$ cat src/rtl/mem_req_arbiter_pkg.sv
// Shared types for the instruction/data memory-port arbiter.
package mem_req_arbiter_pkg;

    localparam int unsigned STARVE_W = 3;

    typedef enum logic [1:0] {
        ST_IDLE   = 2'd0,
        ST_BUSY_I = 2'd1,
        ST_BUSY_D = 2'd2
    } arb_state_e;

    typedef struct packed {
        logic [63:0] addr;
        logic [2:0]  size;
        logic [7:0]  strobe;
        logic [63:0] data;
    } mem_req_t;

    localparam mem_req_t MEM_REQ_ZERO = '0;

    function automatic logic req_is_write(input mem_req_t r);
        return (r.strobe != 8'h00);
    endfunction

endpackage

$ cat src/rtl/mem_req_arbiter_if.sv
// Requester, response and shared memory-port signals of the arbiter.
interface mem_req_arbiter_if;
    logic        ireq_valid;
    logic [63:0] ireq_addr;
    logic [2:0]  ireq_size;
    logic        iresp_ok;
    logic [63:0] iresp_data;
    logic        i_wait;

    logic        dreq_valid;
    logic [63:0] dreq_addr;
    logic [2:0]  dreq_size;
    logic [7:0]  dreq_strobe;
    logic [63:0] dreq_data;
    logic        dresp_ok;
    logic [63:0] dresp_data;
    logic        d_wait;

    logic        creq_valid;
    logic        creq_is_write;
    logic [63:0] creq_addr;
    logic [2:0]  creq_size;
    logic [7:0]  creq_strobe;
    logic [63:0] creq_data;
    logic        cresp_ready;
    logic [63:0] cresp_data;

    modport slave (
        input  ireq_valid, ireq_addr, ireq_size,
        input  dreq_valid, dreq_addr, dreq_size, dreq_strobe, dreq_data,
        input  cresp_ready, cresp_data,
        output iresp_ok, iresp_data, i_wait,
        output dresp_ok, dresp_data, d_wait,
        output creq_valid, creq_is_write, creq_addr, creq_size, creq_strobe, creq_data
    );

    modport master (
        output ireq_valid, ireq_addr, ireq_size,
        output dreq_valid, dreq_addr, dreq_size, dreq_strobe, dreq_data,
        output cresp_ready, cresp_data,
        input  iresp_ok, iresp_data, i_wait,
        input  dresp_ok, dresp_data, d_wait,
        input  creq_valid, creq_is_write, creq_addr, creq_size, creq_strobe, creq_data
    );
endinterface

$ cat src/rtl/mem_arb_grant.sv
// Grant selection between fetch (I) and data (D) requesters, with an I-starvation counter.
module mem_arb_grant
    import mem_req_arbiter_pkg::*;
#(
    parameter int unsigned STARVE_MAX = 4
) (
    input  logic clk,
    input  logic resetn,
    input  logic idle,
    input  logic ireq_valid,
    input  logic dreq_valid,
    output logic grant_i_s,
    output logic grant_d_s
);

    localparam logic [STARVE_W-1:0] STARVE_LIM = STARVE_W'(STARVE_MAX);

    logic [STARVE_W-1:0] starve_cnt_q;
    logic [STARVE_W-1:0] starve_cnt_d;
    logic                starved_s;

    // D wins ties until I has watched STARVE_MAX consecutive D grants.
    always_comb begin
        starved_s = (starve_cnt_q == STARVE_LIM);
        grant_d_s = idle & dreq_valid & ~(ireq_valid & starved_s);
        grant_i_s = idle & ireq_valid & ~grant_d_s;
        if (!ireq_valid || grant_i_s) begin
            starve_cnt_d = {STARVE_W{1'b0}};
        end else if (grant_d_s && !starved_s) begin
            starve_cnt_d = starve_cnt_q + {{(STARVE_W-1){1'b0}}, 1'b1};
        end else begin
            starve_cnt_d = starve_cnt_q;
        end
    end

    // Starvation counter register.
    always_ff @(posedge clk or negedge resetn) begin
        if (!resetn) begin
            starve_cnt_q <= {STARVE_W{1'b0}};
        end else begin
            starve_cnt_q <= starve_cnt_d;
        end
    end

endmodule

$ cat src/rtl/mem_req_arbiter.sv
// Two-requester arbiter onto a single-beat shared memory port; one transaction in flight.
module mem_req_arbiter
    import mem_req_arbiter_pkg::*;
#(
    parameter int unsigned STARVE_MAX = 4
) (
    input  logic              clk,
    input  logic              resetn,
    mem_req_arbiter_if.slave  bus
);

    arb_state_e state_q, state_d;
    mem_req_t   req_q, req_d;
    logic       drop_q, drop_d;
    logic       grant_i_s, grant_d_s;
    logic       owner_valid_s;
    logic       cpl_i_s, cpl_d_s, iok_s, dok_s;

    mem_arb_grant #(.STARVE_MAX(STARVE_MAX)) u_grant (
        .clk        (clk),
        .resetn     (resetn),
        .idle       (state_q == ST_IDLE),
        .ireq_valid (bus.ireq_valid),
        .dreq_valid (bus.dreq_valid),
        .grant_i_s  (grant_i_s),
        .grant_d_s  (grant_d_s)
    );

    // Next state, request capture and flush tracking of the owning requester.
    always_comb begin
        state_d       = state_q;
        req_d         = req_q;
        drop_d        = drop_q;
        owner_valid_s = (state_q == ST_BUSY_I) ? bus.ireq_valid : bus.dreq_valid;
        case (state_q)
            ST_IDLE: begin
                drop_d = 1'b0;
                if (grant_d_s) begin
                    state_d     = ST_BUSY_D;
                    req_d.addr   = bus.dreq_addr;
                    req_d.size   = bus.dreq_size;
                    req_d.strobe = bus.dreq_strobe;
                    req_d.data   = bus.dreq_data;
                end else if (grant_i_s) begin
                    state_d     = ST_BUSY_I;
                    req_d.addr   = bus.ireq_addr;
                    req_d.size   = bus.ireq_size;
                    req_d.strobe = 8'h00;
                    req_d.data   = 64'h0;
                end else begin
                    state_d = ST_IDLE;
                end
            end
            ST_BUSY_I, ST_BUSY_D: begin
                if (bus.cresp_ready) begin
                    state_d = ST_IDLE;
                    drop_d  = 1'b0;
                end else if (!owner_valid_s) begin
                    drop_d = 1'b1;
                end else begin
                    drop_d = drop_q;
                end
            end
            default: begin
                state_d = ST_IDLE;
                drop_d  = 1'b0;
            end
        endcase
    end

    // FSM, request register and drop flag.
    always_ff @(posedge clk or negedge resetn) begin
        if (!resetn) begin
            state_q <= ST_IDLE;
            req_q   <= MEM_REQ_ZERO;
            drop_q  <= 1'b0;
        end else begin
            state_q <= state_d;
            req_q   <= req_d;
            drop_q  <= drop_d;
        end
    end

    // Completion is forwarded in the same cycle; a flushed requester gets no ok.
    always_comb begin
        cpl_i_s = (state_q == ST_BUSY_I) & bus.cresp_ready;
        cpl_d_s = (state_q == ST_BUSY_D) & bus.cresp_ready;
        iok_s   = cpl_i_s & ~drop_q & bus.ireq_valid;
        dok_s   = cpl_d_s & ~drop_q & bus.dreq_valid;

        bus.creq_valid    = (state_q != ST_IDLE);
        bus.creq_is_write = req_is_write(req_q);
        bus.creq_addr     = req_q.addr;
        bus.creq_size     = req_q.size;
        bus.creq_strobe   = req_q.strobe;
        bus.creq_data     = req_q.data;

        bus.iresp_ok   = iok_s;
        bus.iresp_data = cpl_i_s ? bus.cresp_data : 64'h0;
        bus.i_wait     = bus.ireq_valid & ~iok_s;
        bus.dresp_ok   = dok_s;
        bus.dresp_data = cpl_d_s ? bus.cresp_data : 64'h0;
        bus.d_wait     = bus.dreq_valid & ~dok_s;
    end

endmodule
$ cat src/flat_wrapper.sv
// flat-port wrapper written by rule: the top's interface ports become plain ports
module mem_req_arbiter_flat import mem_req_arbiter_pkg::*;
#(
    parameter int unsigned STARVE_MAX = 4
)
  (clk, resetn, bus_ireq_valid, bus_ireq_addr, bus_ireq_size, bus_dreq_valid, bus_dreq_addr, bus_dreq_size, bus_dreq_strobe, bus_dreq_data, bus_cresp_ready, bus_cresp_data, bus_iresp_ok, bus_iresp_data, bus_i_wait, bus_dresp_ok, bus_dresp_data, bus_d_wait, bus_creq_valid, bus_creq_is_write, bus_creq_addr, bus_creq_size, bus_creq_strobe, bus_creq_data);
  mem_req_arbiter_if bus_i ();
  input  logic clk;
  input  logic resetn;
  input wire logic [$bits(bus_i.ireq_valid)-1:0] bus_ireq_valid;
  input wire logic [$bits(bus_i.ireq_addr)-1:0] bus_ireq_addr;
  input wire logic [$bits(bus_i.ireq_size)-1:0] bus_ireq_size;
  input wire logic [$bits(bus_i.dreq_valid)-1:0] bus_dreq_valid;
  input wire logic [$bits(bus_i.dreq_addr)-1:0] bus_dreq_addr;
  input wire logic [$bits(bus_i.dreq_size)-1:0] bus_dreq_size;
  input wire logic [$bits(bus_i.dreq_strobe)-1:0] bus_dreq_strobe;
  input wire logic [$bits(bus_i.dreq_data)-1:0] bus_dreq_data;
  input wire logic [$bits(bus_i.cresp_ready)-1:0] bus_cresp_ready;
  input wire logic [$bits(bus_i.cresp_data)-1:0] bus_cresp_data;
  output wire logic [$bits(bus_i.iresp_ok)-1:0] bus_iresp_ok;
  output wire logic [$bits(bus_i.iresp_data)-1:0] bus_iresp_data;
  output wire logic [$bits(bus_i.i_wait)-1:0] bus_i_wait;
  output wire logic [$bits(bus_i.dresp_ok)-1:0] bus_dresp_ok;
  output wire logic [$bits(bus_i.dresp_data)-1:0] bus_dresp_data;
  output wire logic [$bits(bus_i.d_wait)-1:0] bus_d_wait;
  output wire logic [$bits(bus_i.creq_valid)-1:0] bus_creq_valid;
  output wire logic [$bits(bus_i.creq_is_write)-1:0] bus_creq_is_write;
  output wire logic [$bits(bus_i.creq_addr)-1:0] bus_creq_addr;
  output wire logic [$bits(bus_i.creq_size)-1:0] bus_creq_size;
  output wire logic [$bits(bus_i.creq_strobe)-1:0] bus_creq_strobe;
  output wire logic [$bits(bus_i.creq_data)-1:0] bus_creq_data;
  assign bus_i.ireq_valid = bus_ireq_valid;
  assign bus_i.ireq_addr = bus_ireq_addr;
  assign bus_i.ireq_size = bus_ireq_size;
  assign bus_i.dreq_valid = bus_dreq_valid;
  assign bus_i.dreq_addr = bus_dreq_addr;
  assign bus_i.dreq_size = bus_dreq_size;
  assign bus_i.dreq_strobe = bus_dreq_strobe;
  assign bus_i.dreq_data = bus_dreq_data;
  assign bus_i.cresp_ready = bus_cresp_ready;
  assign bus_i.cresp_data = bus_cresp_data;
  assign bus_iresp_ok = bus_i.iresp_ok;
  assign bus_iresp_data = bus_i.iresp_data;
  assign bus_i_wait = bus_i.i_wait;
  assign bus_dresp_ok = bus_i.dresp_ok;
  assign bus_dresp_data = bus_i.dresp_data;
  assign bus_d_wait = bus_i.d_wait;
  assign bus_creq_valid = bus_i.creq_valid;
  assign bus_creq_is_write = bus_i.creq_is_write;
  assign bus_creq_addr = bus_i.creq_addr;
  assign bus_creq_size = bus_i.creq_size;
  assign bus_creq_strobe = bus_i.creq_strobe;
  assign bus_creq_data = bus_i.creq_data;
  mem_req_arbiter #(.STARVE_MAX(STARVE_MAX)) u_core (.clk(clk), .resetn(resetn), .bus(bus_i));
endmodule
$ cat config.mk
export PLATFORM = sky130hd
export DESIGN_NAME = mem_req_arbiter_flat
export DESIGN_NICKNAME = d
export VERILOG_FILES = /design/src/rtl/mem_req_arbiter_pkg.sv /design/src/rtl/mem_req_arbiter_if.sv /design/src/rtl/mem_arb_grant.sv /design/src/rtl/mem_req_arbiter.sv /design/src/flat_wrapper.sv
export SDC_FILE = /design/constraint.sdc
export NUM_CORES = 1
export LEC_CHECK = 0
export BUFFER_PORTS_ARGS = -buffer_cell sky130_fd_sc_hd__buf_2
export CORE_AREA = 2 2 215 217
export CTS_CLUSTER_SIZE = 25
export DETAILED_ROUTE_END_ITERATION = 8
export DIE_AREA = 0 0 217 219
export GPL_ROUTABILITY_DRIVEN = 1
export GPL_TIMING_DRIVEN = 0
export PLACE_DENSITY_LB_ADDON = 0.05
export SLEW_MARGIN = 25
export SYNTH_ARGS = -nofsm -noshare
export SYNTH_HDL_FRONTEND = slang
export SYNTH_HIERARCHICAL = 1
export SYNTH_SLANG_ARGS = --single-unit
$ cat constraint.sdc
create_clock -name clk -period 4.5 [get_ports clk]
set_clock_uncertainty 0.05 [all_clocks]
set_input_delay 0.225 -clock clk [delete_from_list [all_inputs] [get_ports clk]]
set_output_delay 0.225 -clock clk [all_outputs]
set_load 0.01 [all_outputs]
### Word-level counts from Yosys, hierarchy flattened

Cells that the tools add are included.

* bits in registers: 145
* bits of input ports: 275
* output and inout port bits: 273
* logic and storage cells: 56

* add/subtract/negate cells: 1
* equality and inequality tests: 5
* multiplexer cells: 14
* bitwise logic cells: 18
* reduce and logical (&&, ||, !) cells: 11

Operators with widths (count)
* two-way mux 139 bit: 2
* two-way mux 64 bit: 2
* AND 1 bit: 13
* nonzero test 8 bit: 1
* two-way mux 3 bit: 2
* nonzero test 2 bit: 3
* two-way mux 1 bit: 5
* inverter 1 bit: 5
* two-way mux 2 bit: 2
* one-hot mux 2 bit (2 select lines): 1
* adder 3 x 1 -> 3 bit, second input constant: 1
* equality test 3 bit, second input constant: 1
* != test 3 bit, second input constant: 1
* equality test 2 x 1 -> 1 bit, second input constant: 1
* equality test 2 bit, second input constant: 1
* logical NOT 1 bit: 2
* logical NOT 2 bit: 1
* != test 2 bit, second input constant: 1
* AND reduction 2 bit: 1
* OR reduction 2 bit: 1
* logical AND 1 bit: 1
* logical OR 1 bit: 1

### Depth between registers and ports, before layout

* depth after elaboration: 9
* mapped depth: 10
* depth with buffers taken out: 6

### Cells and area by module

The synthesis kept the hierarchy.

Modules (own cells, without submodules)
* mem_req_arbiter: instances 1, cells each 559, area each 6989.2 um2, sequential area each 3553.4 um2
* mem_arb_grant: instances 1, cells each 23, area each 207.7 um2, sequential area each 75.1 um2

### Least setup slack after synthesis

No wires, ideal clock.

* kind: register to register
* from: register u_core.state_q[0]
* to: register u_core.req_q (netlist bit u_core/bus.creq_addr[22])
* library setup time: 0.125 ns
* arrival time: 1.965 ns
* data required time: 4.325 ns
* slack: 2.360 ns
* cell stages (with the launch flop): 10
* buffers on the path: 3
* period minus slack after synthesis: 2.140 ns
* cell sequence: dfrtp_1 > inv_1 > ha_1 > nand2_1 > a31oi_1 > buf_6 > buf_6 > buf_6 > mux2_4 > mux2_2

* cells in the longest elaborated chain, start to end: 7
* elaborated cells on any way between the ends: 9
* classes of those cells: mux: 1; bitwise: 5; reduce/logical: 3

Ends and longest elaborated chain
* start: declaration: RTL line mem_req_arbiter.sv:12 `arb_state_e state_q, state_d;`
* start signal: assignment: RTL line mem_req_arbiter.sv:78 `state_q <= state_d;`
* logical NOT 2 bit (*): RTL line mem_req_arbiter.sv:22 `.idle (state_q == ST_IDLE),`
* AND 1 bit (*) (2 in a row): RTL line mem_arb_grant.sv:25 `grant_d_s = idle & dreq_valid & ~(ireq_valid & starved_s);`
* net u_core.grant_d_s: RTL line mem_req_arbiter.sv:15 `logic grant_i_s, grant_d_s;`
* inverter 1 bit: RTL line mem_arb_grant.sv:26 `grant_i_s = idle & ireq_valid & ~grant_d_s;`
* AND 1 bit: RTL line mem_arb_grant.sv:26
* nonzero test 2 bit (no line)
* AND reduction 2 bit (no line)
* end signal: assignment: RTL line mem_req_arbiter.sv:79 `req_q <= req_d;`
* end: declaration: RTL line mem_req_arbiter.sv:13 `mem_req_t req_q, req_d;`

Mark *: on every way through the listed nets, which the timed path passes. The rest lies on a longest branch.
A chain may end at the register's enable or synchronous reset.

### Worst setup path in the final report

* from: register u_core.state_q[1]
* to: output port bus_iresp_data[18]

* cells in the longest elaborated chain, start to end: 3

Ends and longest elaborated chain
* equality test 2 x 1 -> 1 bit: RTL line mem_req_arbiter.sv:86 `cpl_i_s = (state_q == ST_BUSY_I) & bus.cresp_ready;`
* AND 1 bit: RTL line mem_req_arbiter.sv:86
* two-way mux 64 bit: RTL line mem_req_arbiter.sv:99 `bus.iresp_data = cpl_i_s ? bus.cresp_data : 64'h0;`
* end: declaration: RTL line flat_wrapper.sv:21 `output wire logic [$bits(bus_i.iresp_data)-1:0] bus_iresp_data;`

No other way between the ends.

==> out/results.txt <==
placed cell count -> 1730
TritonCTS clock tree -> yes
TritonCTS Buffers -> 17
Core Footprint -> 45100 um^2
clk buf depth -> 2
pre-CTS WS -> 1.87 ns
nets@finish -> 1502
DRC -> 0
area leader, netlist -> dfrtp_1
WHS -> 0.0567 ns
antenna violations before repair -> 3
Period Utilization, post-route -> 61.0%
Logic pwr share -> 47.9%
Synth cell types -> 28
Clock Sink Count -> 145
fmax -> 364 MHz
DRT antenna net count -> 0
global-route wire length before repair -> 48200 um
flop2flop setup slack -> 1.96 ns
full die area -> 47500 um^2
Mapped Cells -> 582
GPL Wtd Cong -> 0.798
layout cells sized above 1 -> 60.6%
Via density -> 3.96
sequential share of the synthesized area -> 50.4%
Worst setup startpoint -> u_core/state_q[1]$_DFFE_PN0P_
CP Launch Type -> register
Clock Latency Late Sink -> 0.44 ns
cell-internal power -> 4.30 mW
Net Count, Synth -> 862
post_cts resized -> 0
Syn-to-layout area delta -> 67.2%
clock slew at reported path FFs -> 0.06 ns
Setup Crit Path Kind -> register to output pin
htree depth -> 4
Mapped Avg Cell Area -> 12.4 um^2
Core Util, Final -> 26.7%
IO Port Bufs -> 547
CTS root buf -> clkbuf_16
Synth area leaders -> dfrtp_1 (50%), mux2_2 (20%), and3_1 (11%)
RSZ-0062 raised after global routing -> no
largest net degree at the start of global routing -> 75
leak pwr -> 6.65 nW
crit-path cells -> inv_1 -> ha_1 -> clkbuf_1 -> clkbuf_1 -> and3_1 -> buf_2
Crit Path Max Fanout -> 10
die width -> 217 um
Overflow after GRT -> 0
Initial Util -> 16.0%
Yosys top cell area share -> 50.4%
Overall Global Routing Usage -> 13.9%
Max IR drop VDD -> 0.243 mV
Synthesis Warnings -> 6
worst reg2reg path depth -> 9
DR pass1 iterations -> 4
Synth Cell Area -> 7200 um^2
minimum clock period after layout -> 2.74 ns
final setup fails -> 0
Worst R2R End -> u_core/bus.creq_addr[27]$_DFFE_PN0P_
CP Capture Type -> output pin
Row Count -> 78
routed via count -> 7281
vias in the first global route -> 7576
non-filler cells, final -> 1837
# IOs -> 548
status -> complete, no violations
Avg WL per Cell -> 18.5 um
Most Frequent Cell on Critical Path -> clkbuf_1
Detail Placement HPWL -> 26800 um
Worst Setup Slack, final -> 1.76 ns
Switching Power -> 2.69 mW
clock power share -> 20.5%
Yosys reg bits -> 145
routed wire length -> 33900 um
PwrDens -> 581 nW/um^2
Reg power frac -> 31.6%
CP required -> 4.22 ns
Setup TNS -> 0 ns
Switching Share -> 38.5%
Worst path slowest cell -> clkbuf_1
FILL cells -> 4948
max_cap viols -> 0
Worst Tran Pin Value -> 0.594 ns
Arr. time, crit path -> 2.47 ns
RR Startpoint -> u_core/state_q[0]$_DFFE_PN0P_
Die H -> 219 um
Slew Limit Fails -> 0
Worst Hold Depth -> 2
HP Class -> primary input to register
max_slew headroom -> 60.4%
CP endpoint -> bus_iresp_data[18]
initial DRC count -> 302
Hold Violations, Final -> 0
Max stage delay on crit path -> 0.42 ns
layer usage:
| layer | GRT usage (%) | vias up | part of all wire [%] |
|---|---|---|---|
| met1 | 14.8 | 3471 | 38 |
| met3 | 4.73 | 42 | 7.9 |
| met2 | 24.4 | 318 | 51 |
| met4 | 6.96 | 4 | 3.5 |
| li1 | - | 3446 | - |
| met5 | 0 | - | 0.062 |
layout make-up:
cell class	instances	area (um^2)	area share, %
tap	600	751	6.24
clock inverter	13	125	1.04
sequential	145	3630	30.1
multi-input combinational	372	3260	27.1
timing repair buffer	621	3510	29.1
buffer	59	289	2.40
clock buffer	19	453	3.76
inverter	6	22.5	0.187
antenna	2	5.00	0.0416
worst max-delay path: cells and delay by family (launching register included):
kind          cells  cell delay [ns]
fa+ha+maj         1             0.21
buf+inv           4             1.08
flops             1             0.40
simple gates      1             0.33
how the worst min path moves through the flow:
stage | startpoint | to | slack (ns)
2_1_floorplan | resetn | u_core/bus.creq_addr[0]$_DFFE_PN0P_ | -0.12
6_report | bus_ireq_valid | u_core/u_grant/starve_cnt_q[0]$_DFFE_PN0P_ | 0.06
5_1_grt | bus_ireq_valid | u_core/u_grant/starve_cnt_q[0]$_DFFE_PN0P_ | 0.04
3_5_place_dp | resetn | u_core/bus.creq_data[37]$_DFFE_PN0P_ | 0.21
4_1_cts | bus_ireq_valid | u_core/u_grant/starve_cnt_q[0]$_DFFE_PN0P_ | 0.02
3_3_place_gp | bus_dreq_data[48] | u_core/bus.creq_data[48]$_DFFE_PN0P_ | 0.39
sequential cells by signal (all words and copies together), names as in the netlist:
| register | flops |
|---|---|
| u_core/drop_q | 1 |
| u_core/state_q | 2 |
| u_core/u_grant/starve_cnt_q | 3 |
| u_core/bus.creq_addr | 64 |
| u_core/bus.creq_strobe | 8 |
| u_core/bus.creq_data | 64 |
| u_core/bus.creq_size | 3 |
power groups by stage:
stage          clock [mW]  combinational [mW]  sequential (mW)
6_report             1.43                3.34             2.21
3_5_place_dp            0                3.38             2.22
3_3_place_gp            0                3.41             2.23
4_1_cts              1.51                3.43             2.22
2_1_floorplan           0                1.56             2.52
5_1_grt              1.57                3.64             2.30
kinds of logic after synthesis:
| group | after synthesis | share of synthesized area, % |
|---|---|---|
| simple gates | 149 | 12.8 |
| flops | 145 | 50.4 |
| mux | 137 | 21.9 |
| compound gates | 81 | 9.74 |
| buf+inv | 65 | 4.33 |
| fa+ha+maj | 5 | 0.869 |
cell usage after synthesis:
library cell	n
nand3_1	2
clkbuf_1	28
mux2_2	127
a21oi_1	1
o311ai_1	1
ha_1	5
dfrtp_1	145
and3_1	128
a21boi_1	2
nor3b_1	2
o21ai_2	1
mux2_4	9
inv_1	6
nor2_1	1
nand4b_1	1
nand2_1	6
and2_1	2
nor4_1	2
buf_2	24
a21boi_2	1
mux2i_1	1
a22o_1	72
o21a_1	2
buf_4	4
buf_6	3
nand2b_1	4
a31oi_1	1
nand3b_1	1
timing repair:
action	4_1_cts	5_1_grt
hold buffers	73	0
buffers inserted	0	0
endpoints found under the setup margin	0	0
hold endpoints to repair	143	0
placed cells by master (no fill, tap or decap), types with 3 or more instances in the layout:
| cell type | Yosys | layout |
|---|---|---|
| clkbuf_1 | 28 | 28 |
| nand2_1 | 6 | 6 |
| dlygate4sd3_1 | 0 | 73 |
| and3_1 | 128 | 128 |
| mux2_2 | 127 | 127 |
| buf_6 | 3 | 3 |
| inv_1 | 6 | 6 |
| ha_1 | 5 | 5 |
| nand2b_1 | 4 | 4 |
| inv_6 | 0 | 4 |
| buf_4 | 4 | 4 |
| a22o_1 | 72 | 72 |
| mux2_4 | 9 | 9 |
| buf_2 | 24 | 570 |
| clkbuf_16 | 0 | 17 |
| dfrtp_1 | 145 | 145 |
| clkinvlp_4 | 0 | 4 |
stage by stage:
stage / area, um^2 / total power, mW
final: 12000 / 6.99
after detailed placement: 10700 / 5.60
after floorplan: 7200 / 4.08
after global routing: 12000 / 7.51
after global placement: 10700 / 5.64
after CTS: 12000 / 7.16
Note: power is estimated with default switching activity, not from simulation.
